--- config.mk ---
export PLATFORM = sky130hd
export DESIGN_NAME = mem_port_arbiter_flat
export DESIGN_NICKNAME = d
export VERILOG_FILES = /design/src/rtl/mem_port_arbiter_pkg.sv /design/src/rtl/mem_port_arbiter_if.sv /design/src/rtl/mem_port_arbiter_rr_picker.sv /design/src/rtl/mem_port_arbiter.sv /design/src/flat_wrapper.sv
export SDC_FILE = /design/constraint.sdc
export NUM_CORES = 1
export LEC_CHECK = 0
export CORE_MARGIN = 2
export CORE_UTILIZATION = 45
export DETAILED_ROUTE_END_ITERATION = 10
export GPL_TIMING_DRIVEN = 0
export PLACE_DENSITY = 0.9
export SLEW_MARGIN = 40
export SYNTH_ARGS = -nofsm -noshare
export SYNTH_HDL_FRONTEND = slang
export SYNTH_SLANG_ARGS = --single-unit
--- constraint.sdc ---
create_clock -name clk -period 2.7 [get_ports clk]
set_input_delay 0.54 -clock clk [delete_from_list [all_inputs] [get_ports clk]]
set_output_delay 0.54 -clock clk [all_outputs]
set_load 0.01 [all_outputs]
--- src/rtl/mem_port_arbiter_pkg.sv ---
// Shared types for the memory port arbiter: default bus widths, access
// sequencer state encoding and requester port identifiers.
// Imported by the arbiter, its round-robin picker and its bus interface.
package mem_port_arbiter_pkg;

  // 64-word memory, 16-bit instruction/data word (6-bit opcode + 4-bit reg + 6-bit addr)
  localparam int DEF_MEM_ADDR_SIZE = 6;
  localparam int DEF_WORD_SIZE     = 16;

  // Fixed four-phase access cycle
  typedef enum logic [1:0] {
    IDLE     = 2'd0,
    SETUP    = 2'd1,
    STROBE   = 2'd2,
    COMPLETE = 2'd3
  } state_t;

  // Requester identities; also the encoding of last_grant
  typedef enum logic {
    PORT_FETCH = 1'b0,
    PORT_DATA  = 1'b1
  } port_t;

  function automatic port_t other_port(input port_t p);
    return (p == PORT_FETCH) ? PORT_DATA : PORT_FETCH;
  endfunction

endpackage

--- src/rtl/mem_port_arbiter_if.sv ---
// Bus bundle between the two requesters, the arbiter and the memory.
// Ports: fetch req/addr/ack/rdata, data req/we/addr/wdata/ack/rdata,
//        memory read/write/addr/wdata/rdata.
// master = requesters + memory side, slave = the arbiter itself.
interface mem_port_arbiter_if
  import mem_port_arbiter_pkg::*;
#(
  parameter int MEM_ADDR_SIZE = DEF_MEM_ADDR_SIZE,
  parameter int WORD_SIZE     = DEF_WORD_SIZE
) ();

  // instruction fetch port (read only)
  logic                     f_req;
  logic [MEM_ADDR_SIZE-1:0] f_addr;
  logic                     f_ack;
  logic [WORD_SIZE-1:0]     f_rdata;

  // load/store port
  logic                     d_req;
  logic                     d_we;
  logic [MEM_ADDR_SIZE-1:0] d_addr;
  logic [WORD_SIZE-1:0]     d_wdata;
  logic                     d_ack;
  logic [WORD_SIZE-1:0]     d_rdata;

  // memory side
  logic                     mem_read;
  logic                     mem_write;
  logic [MEM_ADDR_SIZE-1:0] mem_addr;
  logic [WORD_SIZE-1:0]     mem_wdata;
  logic [WORD_SIZE-1:0]     mem_rdata;

  modport master (
    output f_req, f_addr, d_req, d_we, d_addr, d_wdata, mem_rdata,
    input  f_ack, f_rdata, d_ack, d_rdata,
           mem_read, mem_write, mem_addr, mem_wdata
  );

  modport slave (
    input  f_req, f_addr, d_req, d_we, d_addr, d_wdata, mem_rdata,
    output f_ack, f_rdata, d_ack, d_rdata,
           mem_read, mem_write, mem_addr, mem_wdata
  );

endinterface

--- src/rtl/mem_port_arbiter_rr_picker.sv ---
// Purpose: two-way round-robin pick between fetch and data requests.
// Latency: combinational.
// Backpressure: none; caller samples the grant only when it can start an access.
// Ports: f_req, d_req, last_grant in; grant_valid, grant_id out.
module mem_rr_picker
  import mem_port_arbiter_pkg::*;
(
  input  logic  f_req,
  input  logic  d_req,
  input  port_t last_grant,
  output logic  grant_valid,
  output port_t grant_id
);

  always_comb begin
    grant_valid = f_req | d_req;
    grant_id    = PORT_FETCH;
    if (f_req && d_req) begin
      // contention: whoever was not served last goes first
      grant_id = other_port(last_grant);
    end else if (d_req) begin
      grant_id = PORT_DATA;
    end
  end

endmodule

--- src/rtl/mem_port_arbiter.sv ---
// Purpose: shares the single-ported memory between fetch and data requesters.
// Latency: req sampled in IDLE at edge N -> ack during cycle N+3; 1 access / 4 cycles.
// Backpressure: requesters hold req until their ack; losers simply wait in IDLE.
// Ports: clk, reset_n (async active-low), bus (slave modport: both request
//        ports plus the memory strobes/address/data), busy (not IDLE).
module mem_port_arbiter
  import mem_port_arbiter_pkg::*;
#(
  parameter int MEM_ADDR_SIZE = DEF_MEM_ADDR_SIZE,
  parameter int WORD_SIZE     = DEF_WORD_SIZE
) (
  input  logic                clk,
  input  logic                reset_n,
  mem_port_arbiter_if.slave   bus,
  output logic                busy
);

  // ---------------------------------------------------------------------
  // state and output registers (every output comes straight from a flop)
  // ---------------------------------------------------------------------
  state_t                   state_q,      state_d;
  port_t                    last_grant_q, last_grant_d;
  port_t                    lat_port_q,   lat_port_d;
  logic                     lat_we_q,     lat_we_d;
  logic                     mem_read_q,   mem_read_d;
  logic                     mem_write_q,  mem_write_d;
  logic [MEM_ADDR_SIZE-1:0] mem_addr_q,   mem_addr_d;
  logic [WORD_SIZE-1:0]     mem_wdata_q,  mem_wdata_d;
  logic                     f_ack_q,      f_ack_d;
  logic                     d_ack_q,      d_ack_d;
  logic [WORD_SIZE-1:0]     f_rdata_q,    f_rdata_d;
  logic [WORD_SIZE-1:0]     d_rdata_q,    d_rdata_d;
  logic                     busy_q,       busy_d;

  logic  grant_valid;
  port_t grant_id;

  mem_rr_picker u_picker (
    .f_req       (bus.f_req),
    .d_req       (bus.d_req),
    .last_grant  (last_grant_q),
    .grant_valid (grant_valid),
    .grant_id    (grant_id)
  );

  always_ff @(posedge clk or negedge reset_n) begin
    if (!reset_n) begin
      state_q      <= IDLE;
      last_grant_q <= PORT_FETCH;
      lat_port_q   <= PORT_FETCH;
      lat_we_q     <= 1'b0;
      mem_read_q   <= 1'b0;
      mem_write_q  <= 1'b0;
      mem_addr_q   <= '0;
      mem_wdata_q  <= '0;
      f_ack_q      <= 1'b0;
      d_ack_q      <= 1'b0;
      f_rdata_q    <= '0;
      d_rdata_q    <= '0;
      busy_q       <= 1'b0;
    end else begin
      state_q      <= state_d;
      last_grant_q <= last_grant_d;
      lat_port_q   <= lat_port_d;
      lat_we_q     <= lat_we_d;
      mem_read_q   <= mem_read_d;
      mem_write_q  <= mem_write_d;
      mem_addr_q   <= mem_addr_d;
      mem_wdata_q  <= mem_wdata_d;
      f_ack_q      <= f_ack_d;
      d_ack_q      <= d_ack_d;
      f_rdata_q    <= f_rdata_d;
      d_rdata_q    <= d_rdata_d;
      busy_q       <= busy_d;
    end
  end

  // ---------------------------------------------------------------------
  // next-state / next-output logic
  // ---------------------------------------------------------------------
  always_comb begin
    state_d      = state_q;
    last_grant_d = last_grant_q;
    lat_port_d   = lat_port_q;
    lat_we_d     = lat_we_q;
    mem_addr_d   = mem_addr_q;
    mem_wdata_d  = mem_wdata_q;
    f_rdata_d    = f_rdata_q;
    d_rdata_d    = d_rdata_q;
    // strobes and acks are single-cycle pulses
    mem_read_d   = 1'b0;
    mem_write_d  = 1'b0;
    f_ack_d      = 1'b0;
    d_ack_d      = 1'b0;

    unique case (state_q)
      IDLE: begin
        if (grant_valid) begin
          state_d      = SETUP;
          last_grant_d = grant_id;
          lat_port_d   = grant_id;
          // The address/data output flops double as the access latch: they
          // are loaded once here and held through SETUP and STROBE, so the
          // requester is free to move its inputs after the grant.
          if (grant_id == PORT_DATA) begin
            lat_we_d    = bus.d_we;
            mem_addr_d  = bus.d_addr;
            mem_wdata_d = bus.d_wdata;
          end else begin
            lat_we_d    = 1'b0;
            mem_addr_d  = bus.f_addr;
          end
        end
      end

      SETUP: begin
        // address/data have had a full cycle to settle; raise one strobe
        state_d     = STROBE;
        mem_read_d  = !lat_we_q;
        mem_write_d = lat_we_q;
      end

      STROBE: begin
        state_d = COMPLETE;
        // memory output is valid while mem_read is high; capture it here
        if (!lat_we_q) begin
          if (lat_port_q == PORT_FETCH) f_rdata_d = bus.mem_rdata;
          else                          d_rdata_d = bus.mem_rdata;
        end
        f_ack_d = (lat_port_q == PORT_FETCH);
        d_ack_d = (lat_port_q == PORT_DATA);
      end

      COMPLETE: begin
        // requests are not sampled here: a held req is seen again in IDLE
        state_d = IDLE;
      end

      default: state_d = IDLE;
    endcase

    busy_d = (state_d != IDLE);
  end

  assign bus.mem_read  = mem_read_q;
  assign bus.mem_write = mem_write_q;
  assign bus.mem_addr  = mem_addr_q;
  assign bus.mem_wdata = mem_wdata_q;
  assign bus.f_ack     = f_ack_q;
  assign bus.d_ack     = d_ack_q;
  assign bus.f_rdata   = f_rdata_q;
  assign bus.d_rdata   = d_rdata_q;
  assign busy          = busy_q;

endmodule

--- src/flat_wrapper.sv ---
// flat-port wrapper written by rule: the top's interface ports become plain ports
module mem_port_arbiter_flat import mem_port_arbiter_pkg::*;
#(
  parameter int MEM_ADDR_SIZE = DEF_MEM_ADDR_SIZE,
  parameter int WORD_SIZE     = DEF_WORD_SIZE
)
  (clk, reset_n, busy, bus_f_req, bus_f_addr, bus_d_req, bus_d_we, bus_d_addr, bus_d_wdata, bus_mem_rdata, bus_f_ack, bus_f_rdata, bus_d_ack, bus_d_rdata, bus_mem_read, bus_mem_write, bus_mem_addr, bus_mem_wdata);
  mem_port_arbiter_if #(.MEM_ADDR_SIZE(MEM_ADDR_SIZE), .WORD_SIZE(WORD_SIZE)) bus_i ();
  input  logic clk;
  input  logic reset_n;
  output logic busy;
  input wire logic [$bits(bus_i.f_req)-1:0] bus_f_req;
  input wire logic [$bits(bus_i.f_addr)-1:0] bus_f_addr;
  input wire logic [$bits(bus_i.d_req)-1:0] bus_d_req;
  input wire logic [$bits(bus_i.d_we)-1:0] bus_d_we;
  input wire logic [$bits(bus_i.d_addr)-1:0] bus_d_addr;
  input wire logic [$bits(bus_i.d_wdata)-1:0] bus_d_wdata;
  input wire logic [$bits(bus_i.mem_rdata)-1:0] bus_mem_rdata;
  output wire logic [$bits(bus_i.f_ack)-1:0] bus_f_ack;
  output wire logic [$bits(bus_i.f_rdata)-1:0] bus_f_rdata;
  output wire logic [$bits(bus_i.d_ack)-1:0] bus_d_ack;
  output wire logic [$bits(bus_i.d_rdata)-1:0] bus_d_rdata;
  output wire logic [$bits(bus_i.mem_read)-1:0] bus_mem_read;
  output wire logic [$bits(bus_i.mem_write)-1:0] bus_mem_write;
  output wire logic [$bits(bus_i.mem_addr)-1:0] bus_mem_addr;
  output wire logic [$bits(bus_i.mem_wdata)-1:0] bus_mem_wdata;
  assign bus_i.f_req = bus_f_req;
  assign bus_i.f_addr = bus_f_addr;
  assign bus_i.d_req = bus_d_req;
  assign bus_i.d_we = bus_d_we;
  assign bus_i.d_addr = bus_d_addr;
  assign bus_i.d_wdata = bus_d_wdata;
  assign bus_i.mem_rdata = bus_mem_rdata;
  assign bus_f_ack = bus_i.f_ack;
  assign bus_f_rdata = bus_i.f_rdata;
  assign bus_d_ack = bus_i.d_ack;
  assign bus_d_rdata = bus_i.d_rdata;
  assign bus_mem_read = bus_i.mem_read;
  assign bus_mem_write = bus_i.mem_write;
  assign bus_mem_addr = bus_i.mem_addr;
  assign bus_mem_wdata = bus_i.mem_wdata;
  mem_port_arbiter #(.MEM_ADDR_SIZE(MEM_ADDR_SIZE), .WORD_SIZE(WORD_SIZE)) u_core (.clk(clk), .reset_n(reset_n), .bus(bus_i), .busy(busy));
endmodule
==> results.json <==
{
  "status": "finished, final reports clean",
  "ys.flop_type": "dfrtp_1",
  "grt_usage_pct": 18.33,
  "worstPathArrival_ns": 2.01,
  "period_share_pct": 66.76,
  "synthCells": 159,
  "r2r_cells": 7,
  "syn_to_final_growth_pct": 53.93,
  "drive_gt1_share_pct": 25.89,
  "yosysSeqAreaShare_pct": 62.75,
  "worstPathCellList": "clkdlybuf4s50_1 > a21boi_2 > buf_6 > nand2_8 > buf_12 > mux2_4",
  "slew_viol_final": 0,
  "dieArea_sq_um": 6197,
  "routed_via_density": 4.811,
  "post_cts_buffers": 0,
  "clk_pin_slew_ns": 0.06,
  "grt.met1_usage_pct": 22.09,
  "rows": 27,
  "fin_crit_ns": 1.802,
  "grt-ovfl-total": 0,
  "synth_edf_count": 0,
  "ys_ff_latch": 63,
  "cts_inserted_buffers": 9,
  "drc": 0,
  "finalWirelength_microns": 5309,
  "die_y_microns": 78.72,
  "place_congestion": 0.6580,
  "crit_start": "bus_d_req",
  "synth_most_common_cell": "dfrtp_1",
  "max_slew_margin_pct": 72.40,
  "drtAntennaViolNets": 0,
  "power_density_nw_per_um2": 1185,
  "syn-num-nets": 212,
  "synth.largest_area_cell": "dfrtp_1",
  "required_ns": 2.91,
  "drt_iter0_markers": 75,
  "max_freq_mhz": 554.8,
  "finalHoldViolations": 0,
  "synth_area_leaders": "dfrtp_1, mux2_2, mux2_4",
  "clk_latency_ns": 0.33,
  "finalSetupViolations": 0,
  "gr-usage-met2_pct": 28.21,
  "worst_path_max_delay_cell": "clkdlybuf4s50_1",
  "fin_ws_ns": 0.8976,
  "synth_common_cells": "dfrtp_1, mux2_2, mux2_4, a21oi_1, nor2_1",
  "yosys.area.top_type_share_pct": 62.75,
  "ctsHtreeMaxLevel": 3,
  "holdBufCountCts": 0,
  "power.total_mw": 4.581,
  "r2r-start": "u_core.state_q[0]",
  "r2r-end": "u_core.bus.f_rdata[0]",
  "async_reset_ff_share_pct": 100.0,
  "clock_sink_count": 63,
  "cp.buffers_inverters": 3,
  "nNetsFinal": 331,
  "cp_top_family": "buffers and inverters",
  "worst-setup-path-type": "in -> reg",
  "synth_area_per_cell_sq_um": 15.80,
  "leakage_nw": 1.677,
  "hp-class": "in -> async",
  "busiest_layer": "met2",
  "grt_pass1_vias": 1812,
  "die-width_microns": 78.72,
  "ff2ff_setup_slack_ns": 0.91,
  "holdWs_ns": 0.1418,
  "netlist_area_sq_um": 2512,
  "ctsResizeCount": 0,
  "use_met3_pct": 8.636,
  "dpl.hpwl_microns": 3965,
  "grt_setup_unrepaired": "false",
  "grt_max_degree": 34,
  "synthDistinctLibCells": 22,
  "drv_cap": 0,
  "clock_path_buffers": 2,
  "vias": 1703,
  "wire_per_inst_microns": 15.00,
  "tritoncts": "built",
  "dp_slack_ns": 0.5771,
  "yosys_warnings": 0,
  "port_buffers": 107,
  "worst_pin_slew_ns": 0.4140,
  "endpoint_kind": "flip-flop",
  "antenna_cells": 0,
  "cpPeakStageDelay_ns": 0.52,
  "pin_count": 108,
  "vdd_drop_max_uv": 627.7,
  "final_util_pct": 71.11,
  "fin_skew_ns": 0.002836,
  "core_sq_um": 5439,
  "start_util_pct": 46.19,
  "antenna_found_initial": 0,
  "root_buffer": "clkbuf_8",
  "crit_path_start_kind": "primary input",
  "path_max_fanout": 10,
  "firstDrtPassIters": 4,
  "grt_pass1_wl_microns": 8493
}
state kept, by name, indices dropped and copies added (netlist names), 2 cells and up:
signal,count
u_core.bus.d_rdata,16
u_core.bus.f_rdata,16
u_core.bus.mem_wdata,16
u_core.bus.mem_addr,6
u_core.state_q,2
placed cells by master, fill, tap and decap left out:
master           Yosys  routed
nor3_1               1       1
nand2_2              1       1
buf_12               1       2
or2_2                1       1
ha_1                 4       4
a21oi_1              7       7
clkdlybuf4s50_1      0     106
nor2b_1              2       2
nor2_1               7       7
nand3_1              1       1
buf_4                0       1
buf_6                4       4
mux2_4               9       9
nand2_8              1       1
mux2i_1              6       6
buf_2                1       1
a21boi_2             1       1
clkbuf_1             0       3
mux2_2              39      39
clkbuf_8             0      12
and2_1               2       2
dfrtp_1             63      63
and2_4               1       1
o21a_1               1       1
o21ai_0              2       2
inv_1                4       4
metrics by stage:
step / setup TNS [ns] / std cells / area (sq um)
after detailed placement: 0 / 339 / 3691
after global placement: -55.90 / 338 / 3674
after global routing: 0 / 354 / 3867
after floorplan: 0 / 159 / 2512
final: 0 / 354 / 3867
after CTS: 0 / 354 / 3867
how the worst max path moves through the flow:
| stage | cells past startpoint | slack (ns) | end |
|---|---|---|---|
| after floorplan | 7 | 1.10 | u_core.bus.f_rdata[0] |
| after global placement | 1 | -0.89 | u_core.bus.f_rdata[12] |
| after detailed placement | 6 | 0.58 | u_core.bus.mem_wdata[12] |
| after CTS | 1 | 0.88 | bus_mem_wdata[12] |
| after global routing | 7 | 0.80 | u_core.bus.f_rdata[0] |
| final | 6 | 0.90 | u_core.bus.mem_wdata[11] |
area by class of cell:
cell class | instances | area, sq um
flip-flops and latches | 63 | 1577
fillers | 363 | 1572
repair buffers | 108 | 1089
multi-input cells | 86 | 850.8
clock buffers | 15 | 176.4
well taps | 72 | 90.09
plain buffers | 6 | 70.07
inverters | 4 | 15.01
layer usage:
layer	vias up	share of wire [%]
met1	822	40
met2	82	48
li1	791	-
met3	8	10
met4	0	1.5
met5	-	0
logic make-up after synthesis:
logic type,synth area share [%]
flip-flops,62.75
multiplexers,25.25
AND/OR/NAND/NOR,4.084
AO/OA/AOI/OAI,2.540
buffers and inverters,3.386
adder cells (fa/ha/maj),1.992
where the power goes:
group	internal [mW]	switching, mW	leakage, nW
logic	1.38	0.799	0.843
clock network	0.405	0.323	0.0898
registers	1.42	0.248	0.744
total	3.21	1.37	1.68
Note: power is estimated with default switching activity, not from simulation.
